==> config.mk <==
export PLATFORM = sky130hd
export DESIGN_NAME = seq_detect_scheduler
export DESIGN_NICKNAME = d
export VERILOG_FILES = /design/src/rtl/seq_detect_scheduler.sv
export SDC_FILE = /design/constraint.sdc
export NUM_CORES = 1
export LEC_CHECK = 0
export BUFFER_PORTS_ARGS = -buffer_cell sky130_fd_sc_hd__buf_2
export CAP_MARGIN = 10
export CORE_MARGIN = 10
export CORE_UTILIZATION = 45
export CTS_CLUSTER_SIZE = 30
export DETAILED_ROUTE_END_ITERATION = 12
export GPL_TIMING_DRIVEN = 0
export PLACE_DENSITY = 0.69
export RECOVER_POWER = 100
export REMOVE_ABC_BUFFERS = 1
export SLEW_MARGIN = 40
export SYNTH_ARGS = -nofsm -noshare
export SYNTH_HDL_FRONTEND = slang
export SYNTH_SLANG_ARGS = --single-unit
==> constraint.sdc <==
create_clock -name clk -period 2.19 [get_ports clk]
set_input_delay 0.438 -clock clk [delete_from_list [all_inputs] [get_ports clk]]
set_output_delay 0.438 -clock clk [all_outputs]
set_load 0.1 [all_outputs]
==> src/rtl/seq_detect_scheduler.sv <==
// Round-robin time-sharing of one serial pattern detector among N_REQ bit-stream requesters.
// Each grant consumes one FRAME_LEN-bit frame and reports the overlapping match count of PAT.
module seq_detect_scheduler #(
  parameter int unsigned N_REQ     = 4,
  parameter int unsigned PAT_LEN   = 4,
  parameter logic [PAT_LEN-1:0] PAT = 4'b1011,
  parameter int unsigned FRAME_LEN = 16,
  parameter int unsigned CNT_W     = 5,
  localparam int unsigned ID_W     = (N_REQ > 1) ? $clog2(N_REQ) : 1
) (
  input  logic             clk,
  input  logic             rst,
  input  logic [N_REQ-1:0] req,
  input  logic [N_REQ-1:0] bit_in,
  input  logic [N_REQ-1:0] bit_vld,
  output logic [N_REQ-1:0] gnt,
  output logic             busy,
  output logic             match,
  output logic             done,
  output logic             abort,
  output logic [ID_W-1:0]  done_id,
  output logic [CNT_W-1:0] match_cnt
);

  localparam int unsigned BC_W = $clog2(FRAME_LEN + 1);
  localparam logic [BC_W-1:0]  LAST_BIT = BC_W'(FRAME_LEN);
  localparam logic [BC_W-1:0]  MIN_BITS = BC_W'(PAT_LEN);
  localparam logic [ID_W-1:0]  LAST_ID  = ID_W'(N_REQ - 1);
  localparam logic [N_REQ-1:0] ONE      = N_REQ'(1);

  typedef enum logic [1:0] {IDLE, STREAM, REPORT} state_t;

  state_t             state;
  logic [ID_W-1:0]    ptr;
  logic [ID_W-1:0]    gid;
  logic [PAT_LEN-1:0] shreg;
  logic [BC_W-1:0]    bit_cnt;

  logic               pick_vld;
  logic [ID_W-1:0]    pick;
  logic               acc;
  logic               req_g;
  logic [PAT_LEN-1:0] shreg_nxt;
  logic [BC_W-1:0]    cnt_nxt;
  logic               last;
  logic               hit;

  // Scan upward from ptr+1 so the requester served last has lowest priority.
  always_comb begin
    // NOTE: every always_comb output gets a default first, otherwise a latch is inferred.
    pick_vld = 1'b0;
    pick     = ptr;
    for (int i = 1; i <= int'(N_REQ); i++) begin
      if (!pick_vld && req[(int'(ptr) + i) % int'(N_REQ)]) begin
        pick_vld = 1'b1;
        pick     = ID_W'((int'(ptr) + i) % int'(N_REQ));
      end
    end
  end

  always_comb begin
    acc       = (state == STREAM) && bit_vld[gid];
    req_g     = req[gid];
    shreg_nxt = {shreg[PAT_LEN-2:0], bit_in[gid]};
    cnt_nxt   = bit_cnt + 1'b1;
    last      = acc && (cnt_nxt == LAST_BIT);
    // The bit-count guard stops a cleared register from matching a PAT with leading zeros.
    hit       = acc && (shreg_nxt == PAT) && (cnt_nxt >= MIN_BITS);
  end

  // NOTE: sequential state uses non-blocking assignments so every register samples pre-edge values.
  always_ff @(posedge clk) begin
    if (rst) begin
      state     <= IDLE;
      ptr       <= LAST_ID;
      gid       <= '0;
      shreg     <= '0;
      bit_cnt   <= '0;
      gnt       <= '0;
      busy      <= 1'b0;
      match     <= 1'b0;
      done      <= 1'b0;
      abort     <= 1'b0;
      done_id   <= '0;
      match_cnt <= '0;
    end else begin
      match <= 1'b0;
      done  <= 1'b0;
      abort <= 1'b0;
      case (state)
        IDLE: begin
          if (pick_vld) begin
            state     <= STREAM;
            gid       <= pick;
            gnt       <= ONE << pick;
            busy      <= 1'b1;
            shreg     <= '0;
            bit_cnt   <= '0;
            match_cnt <= '0;
          end
        end
        STREAM: begin
          // A request dropped together with the final bit still completes the frame.
          if (!req_g && !last) begin
            abort   <= 1'b1;
            done_id <= gid;
            gnt     <= '0;
            busy    <= 1'b0;
            ptr     <= gid;
            state   <= IDLE;
          end else if (acc) begin
            shreg   <= shreg_nxt;
            bit_cnt <= cnt_nxt;
            if (hit) begin
              match <= 1'b1;
              if (match_cnt != '1) match_cnt <= match_cnt + 1'b1;
            end
            if (last) begin
              state   <= REPORT;
              done    <= 1'b1;
              done_id <= gid;
              gnt     <= '0;
              busy    <= 1'b0;
              ptr     <= gid;
            end
          end
        end
        REPORT:  state <= IDLE;
        default: state <= IDLE;
      endcase
    end
  end

endmodule

# Word level (Yosys, flattened, before mapping)
# Cells that the tools add are included.
totals:
  ff_bits: 29
  elab_cells: 131
op_classes:
  n_eq_ne: 11
  n_addsub: 6
  shifts: 1
  n_reduce_logical: 29
  bitwise_logic: 6
  mux: 60
  n_lt_le_gt_ge: 6
ops:
  columns: ["operator", "count"]
  rows:
  - ["two-way mux 5 bit", 7]
  - ["two-way mux 1 bit", 22]
  - ["two-way mux 2 bit", 11]
  - ["case mux 5 bit (2 select lines)", 2]
  - ["< comparator 3 x 4 -> 1 bit (second input constant)", 4]
  - ["two-way mux 4 bit", 4]
  - ["binary-select mux 1 bit (select 2 bit)", 7]
  - ["adder 5 x 1 -> 5 bit (second input constant)", 2]
  - ["OR reduction 2 bit", 5]
  - ["two-way mux 3 bit", 3]
  - ["logical AND 1 bit", 8]
  - ["inequality test 2 bit (second input constant)", 4]
  - ["case mux 4 bit (2 select lines)", 1]
  - ["AND reduction 4 bit", 2]
  - ["inequality test 3 x 2 -> 1 bit (second input constant)", 2]
  - ["case mux 3 bit (2 select lines)", 1]
  - ["AND reduction 3 bit", 2]
  - ["AND reduction 6 bit", 1]
  - ["nonzero test 2 bit", 3]
  - ["equality test 5 bit (second input constant)", 1]
  - ["greater-or-equal comparator 5 x 3 -> 1 bit (second input constant)", 1]
  - ["logical NOT 1 bit", 5]
  - ["inequality test 5 bit (second input constant)", 1]
  - ["adder 2 x 1 -> 2 bit (second input constant)", 2]
  - ["other kinds (13)", 18]

# Depth between registers and ports, before layout
logic_depth:
  word_depth: 19
  ltp_mapped: 7
  ltp_nobuf: 7

# Least setup slack after synthesis
# Ideal clock, no wire load.
synth_path:
  path_type: "reg-to-reg"
  startpoint: "reg match_cnt[0]"
  endpoint: "reg match_cnt[0]"
  setup_time_ns: 0.075
  n_path_buf: 0
  arrival_time_ns: 2.300
  path_stages_with_launch: 8
  slack_ns: -0.186
  path_cell_list: "dfxtp_1 -> ha_1 -> and3_1 -> ha_1 -> and4b_1 -> and3_1 -> o21a_1 -> o22ai_1"
synth_between:
  elab_chain_cells: 6
  elab_cells_between_ends: 9
  classes_between: "1 x add/sub; 2 x eq/ne; 5 x mux; 1 x reduce/logical"
synth_rtl:
  columns: ["item", "line_no", "rtl"]
  rows:
  - ["start, declared", "22", "output logic [CNT_W-1:0] match_cnt"]
  - ["start signal, assigned", "116", "if (match_cnt != '1) match_cnt <= match_cnt + 1'b1;"]
  - ["adder 5 x 1 -> 5 bit", "116", null]
  - ["two-way mux 5 bit", "116", null]
  - ["two-way mux 5 bit", "114", "if (hit) begin"]
  - ["two-way mux 5 bit", "111", "end else if (acc) begin"]
  - ["two-way mux 5 bit", "104", "if (!req_g && !last) begin"]
  - ["case mux 5 bit (2 select lines)", "90", "case (state)"]
# Several ways; a longest one is shown, not always the timed one. The select of a mux whose other input is x is not followed.
# A chain may end at the register's enable or synchronous reset.

# Worst setup path in the final report
layout_path:
  startpoint: "reg bit_cnt[1]"
  endpoint: "reg gnt[3]"
layout_between:
  elab_chain_cells: 7
  elab_cells_between_ends: 10
  classes_between: "1 x add/sub; 3 x eq/ne; 2 x mux; 4 x reduce/logical"
layout_rtl:
  columns: ["item", "line_no", "rtl"]
  rows:
  - ["start, declared", "37", "logic [BC_W-1:0] bit_cnt;"]
  - ["start signal, assigned", "113", "bit_cnt <= cnt_nxt;"]
  - ["adder 5 x 1 -> 5 bit (*)", "65", "cnt_nxt = bit_cnt + 1'b1;"]
  - ["equality test 5 bit (*)", "66", "last = acc && (cnt_nxt == LAST_BIT);"]
  - ["logical AND 1 bit (*)", "66", null]
  - ["logical NOT 1 bit", "104", null]
  - ["logical AND 1 bit", "104", null]
  - ["inequality test 3 x 2 -> 1 bit (no source line) or two-way mux 4 bit (tied branches)", null, null]
  - ["AND reduction 4 bit (no source line) or case mux 4 bit (2 select lines) (tied branches)", null, null]
  - ["end signal, assigned", "95", "gnt <= ONE << pick;"]
  - ["end, declared", "16", "output logic [N_REQ-1:0] gnt,"]
# Every way passes the cells marked *; elsewhere a longest branch is shown, timed or not.

==> impl_metrics.csv <==
group,metric,value,unit
clock_network,worstSkewPairLatency,340,ps
clock_network,clk_pin_slew,100,ps
die,num_rows,21,
clock_network,cts_buffers,5,
detailed_routing,drt_wl_total,4080,µm
clock_network,root_buffer,"clkbuf_4",
sta,slew_headroom,57.7,%
sta,fin_crit_sh,94.2,%
worst_setup_path,critPathMaxStageDelay,440,ps
sta,slew_viol_final,0,
grt,antenna_found_initial,0,
sta,setup_viol,0,
cells_and_area,drive_above_1_share,26.4,%
logic_synthesis,ys_types,53,
die,initial_core_util,47.5,%
logic_synthesis,syn_area,1610,µm²
job,drv_cap,0,
worst_setup_path,reg2reg_depth,6,
worst_setup_path,cp_cell_sequence,"ha_4 -> and3_2 -> mux2_1 -> a311oi_4 -> o21ai_0 -> a21oi_1",
worst_setup_path,slowest_stage,"dfxtp_2",
logic_synthesis,synth-seq-cells,29,
die,die_y,79.8,µm
worst_setup_path,startpoint_type,"flip-flop",
placed_design,place.gp.congestion,0.849,
sta,layout_min_cycle_time,2060,ps
pwr,power_density,714,nW/µm²
worst_setup_path,worstPathMaxFanout,9,
die,die_w,79.8,µm
worst_setup_path,r2r-start,"bit_cnt[1]",
logic_synthesis,syn_inst,182,
sta,rsz0062_at_grt,"no",
hold_path,min-delay-start,"gnt[0]",
hold_path,whs_endpoint,"gnt[0]",
placed_design,hpwl,2920,µm
status,status,"complete, no violations",
grt,grt_usage,13.8,%
logic_synthesis,async_flop_share,0,%
detailed_routing,post_drt_via_cell_ratio,5.76,
die,num_io_pins,29,
detailed_routing,vias,1487,
grt,grt_pass1_wl,6990,µm
hold_path,holdPathStages,2,
placed_design,port_buffers,28,
cells_and_area,fillCellCount,307,
cells_and_area,diodes,0,
logic_synthesis,synth_enable_flop_cells,0,
clock_network,hold_buffers,0,
grt,grt_overflow,0,
clock_network,clock_sinks,29,
worst_setup_path,worst-setup-path-type,"flip-flop to flip-flop",
sta,worst_pin_slew,627,ps
grt,grt_pass1_vias,1486,
logic_synthesis,yosysWarnings,0,
worst_setup_path,cp_data_arrival_time,2330,ps
die,core-area,3390,µm²
cells_and_area,area_growth,20.8,%
grt,grt_start_max_net_pins,27,
worst_setup_path,r2r_end,"gnt[3]",
detailed_routing,first_pass_iters,4,
cells_and_area,fin_nets,229,
clock_network,cts_tree,"yes",
sta,finClkSkew,15.7,ps
worst_setup_path,crit_family,"compound AO/OA/AOI/OAI gates",
die,dieArea,6370,µm²
sta,max_freq,485,MHz
worst_setup_path,cp.buffers_inverters,0,
logic_synthesis,syn_avg_cell_area,8.84,µm²
detailed_routing,ant_nets,0,
worst_setup_path,critPathCaptureType,"flip-flop",
clock_network,clockBufferDepth,2,
clock_network,cts-htree-levels,2,
worst_setup_path,rrSetupSlack,130,ps
detailed_routing,drcViolationCount,0,
hold_path,hold_path_class,"flip-flop to flip-flop",
cells_and_area,finish.utilization,57.3,%
logic_synthesis,synthFlopType,"dfxtp_1",
pwr,irDropWorstVdd,0.000351,V
logic_synthesis,synth_seq_area_share,36.1,%
detailed_routing,avgRoutedWirePerCell,15.8,µm
pwr,power,1.39,mW
pwr,power_leakage,0.759,nW
sta,finalHoldViolCount,0,
detailed_routing,drtIter0Drc,81,
worst_setup_path,required,2460,ps
worst min-delay path: cells and delay by family, from the launching register on:
family	cells	cell delay [ps]
flip-flops	1	320
AO/OA/AOI/OAI	2	130
power by group:
| part | internal [mW] | switching (mW) |
|---|---|---|
| combinational | 0.109 | 0.230 |
| clock | 0.272 | 0.196 |
| sequential | 0.553 | 0.0266 |
| total | 0.934 | 0.453 |
synthesized netlist by cell type (4+ instances only):
library cell,number,area (µm²)
inv_1,7,26.3
o21ai_0,10,50.1
nand2b_1,6,37.5
nor2_1,11,41.3
a21oi_1,16,80.1
dfxtp_1,29,581
nand2_1,12,45.0
ha_1,4,50.1
nand3_1,12,60.1
nor3_1,8,40.0
layer usage:
layer  GRT usage (%)  vias up  routed length, µm
li1                -      743                  -
met1            15.5      705               1810
met2            22.2       31               1970
met3            6.19        8                237
met4            5.63        0                 62
met5               0        -                  0
state kept, by name, summed over array words and instances (netlist names):
| register | flops |
|---|---|
| abort | 1 |
| bit_cnt | 5 |
| state | 2 |
| shreg | 3 |
| gid | 2 |
| done_id | 2 |
| gnt | 4 |
| ptr | 2 |
| match_cnt | 5 |
| busy | 1 |
| match | 1 |
| done | 1 |
cell families after synthesis:
family | after synthesis | share of synthesized area (%)
buffers and inverters | 17 | 5.05
and+or+nand+nor | 72 | 25.0
AOI/OAI and AO/OA | 54 | 24.4
muxes | 6 | 6.38
DFF | 29 | 36.1
adders and majority gates | 4 | 3.11
cells in the final DEF (no fill, tap or decap), drive strengths merged, types with 4 or more instances in the layout:
cell type  instances
nand2b             6
dfxtp             29
nor3               8
a21oi             16
nand3             12
o21ai             11
buf               15
clkbuf            24
nor2              11
nand2             13
ha                 4
inv                7
worst max-delay path by stage:
stage | slack (ps) | start | cells after the start | end
2_1_floorplan | -190 | match_cnt[0] | 7 | match_cnt[0]
3_3_place_gp | -110 | bit_cnt[0] | 6 | match_cnt[3]
3_5_place_dp | -210 | bit_cnt[0] | 6 | match_cnt[3]
4_1_cts | 50 | gid[0] | 6 | match_cnt[3]
5_1_grt | 20 | match_cnt[0] | 7 | match_cnt[3]
6_report | 130 | bit_cnt[1] | 6 | gnt[3]
area by class of cell:
cell class              count  area, µm²  share of cell area (%)
repair buffers             32        178                    9.14
inverters                   7       26.3                    1.35
well taps                  46       57.6                    2.96
clock inverters             1       30.0                    1.55
clock buffers               7       55.1                    2.83
multi-input cells         136       1010                    52.0
flip-flops and latches     29        586                    30.1
stage by stage:
step | instance area (µm²) | setup slack (ps) | setup TNS [ps] | instances | hold WS (ps)
floorplan | 1550 | -186 | -722 | 172 | 421
global placement | 1750 | -110 | -1180 | 246 | 434
detailed placement | 1750 | -210 | -3250 | 246 | 460
CTS | 1880 | 49.4 | 0 | 255 | 473
global route | 1940 | 21.5 | 0 | 258 | 499
finish | 1940 | 127 | 0 | 258 | 482
timing repair:
item                       CTS  global route
buffers inserted             1             3
setup endpoints to repair   23            20
resized for setup            6             7
pin swaps                    1             1
No activity file was read; power rests on OpenSTA's default activity.
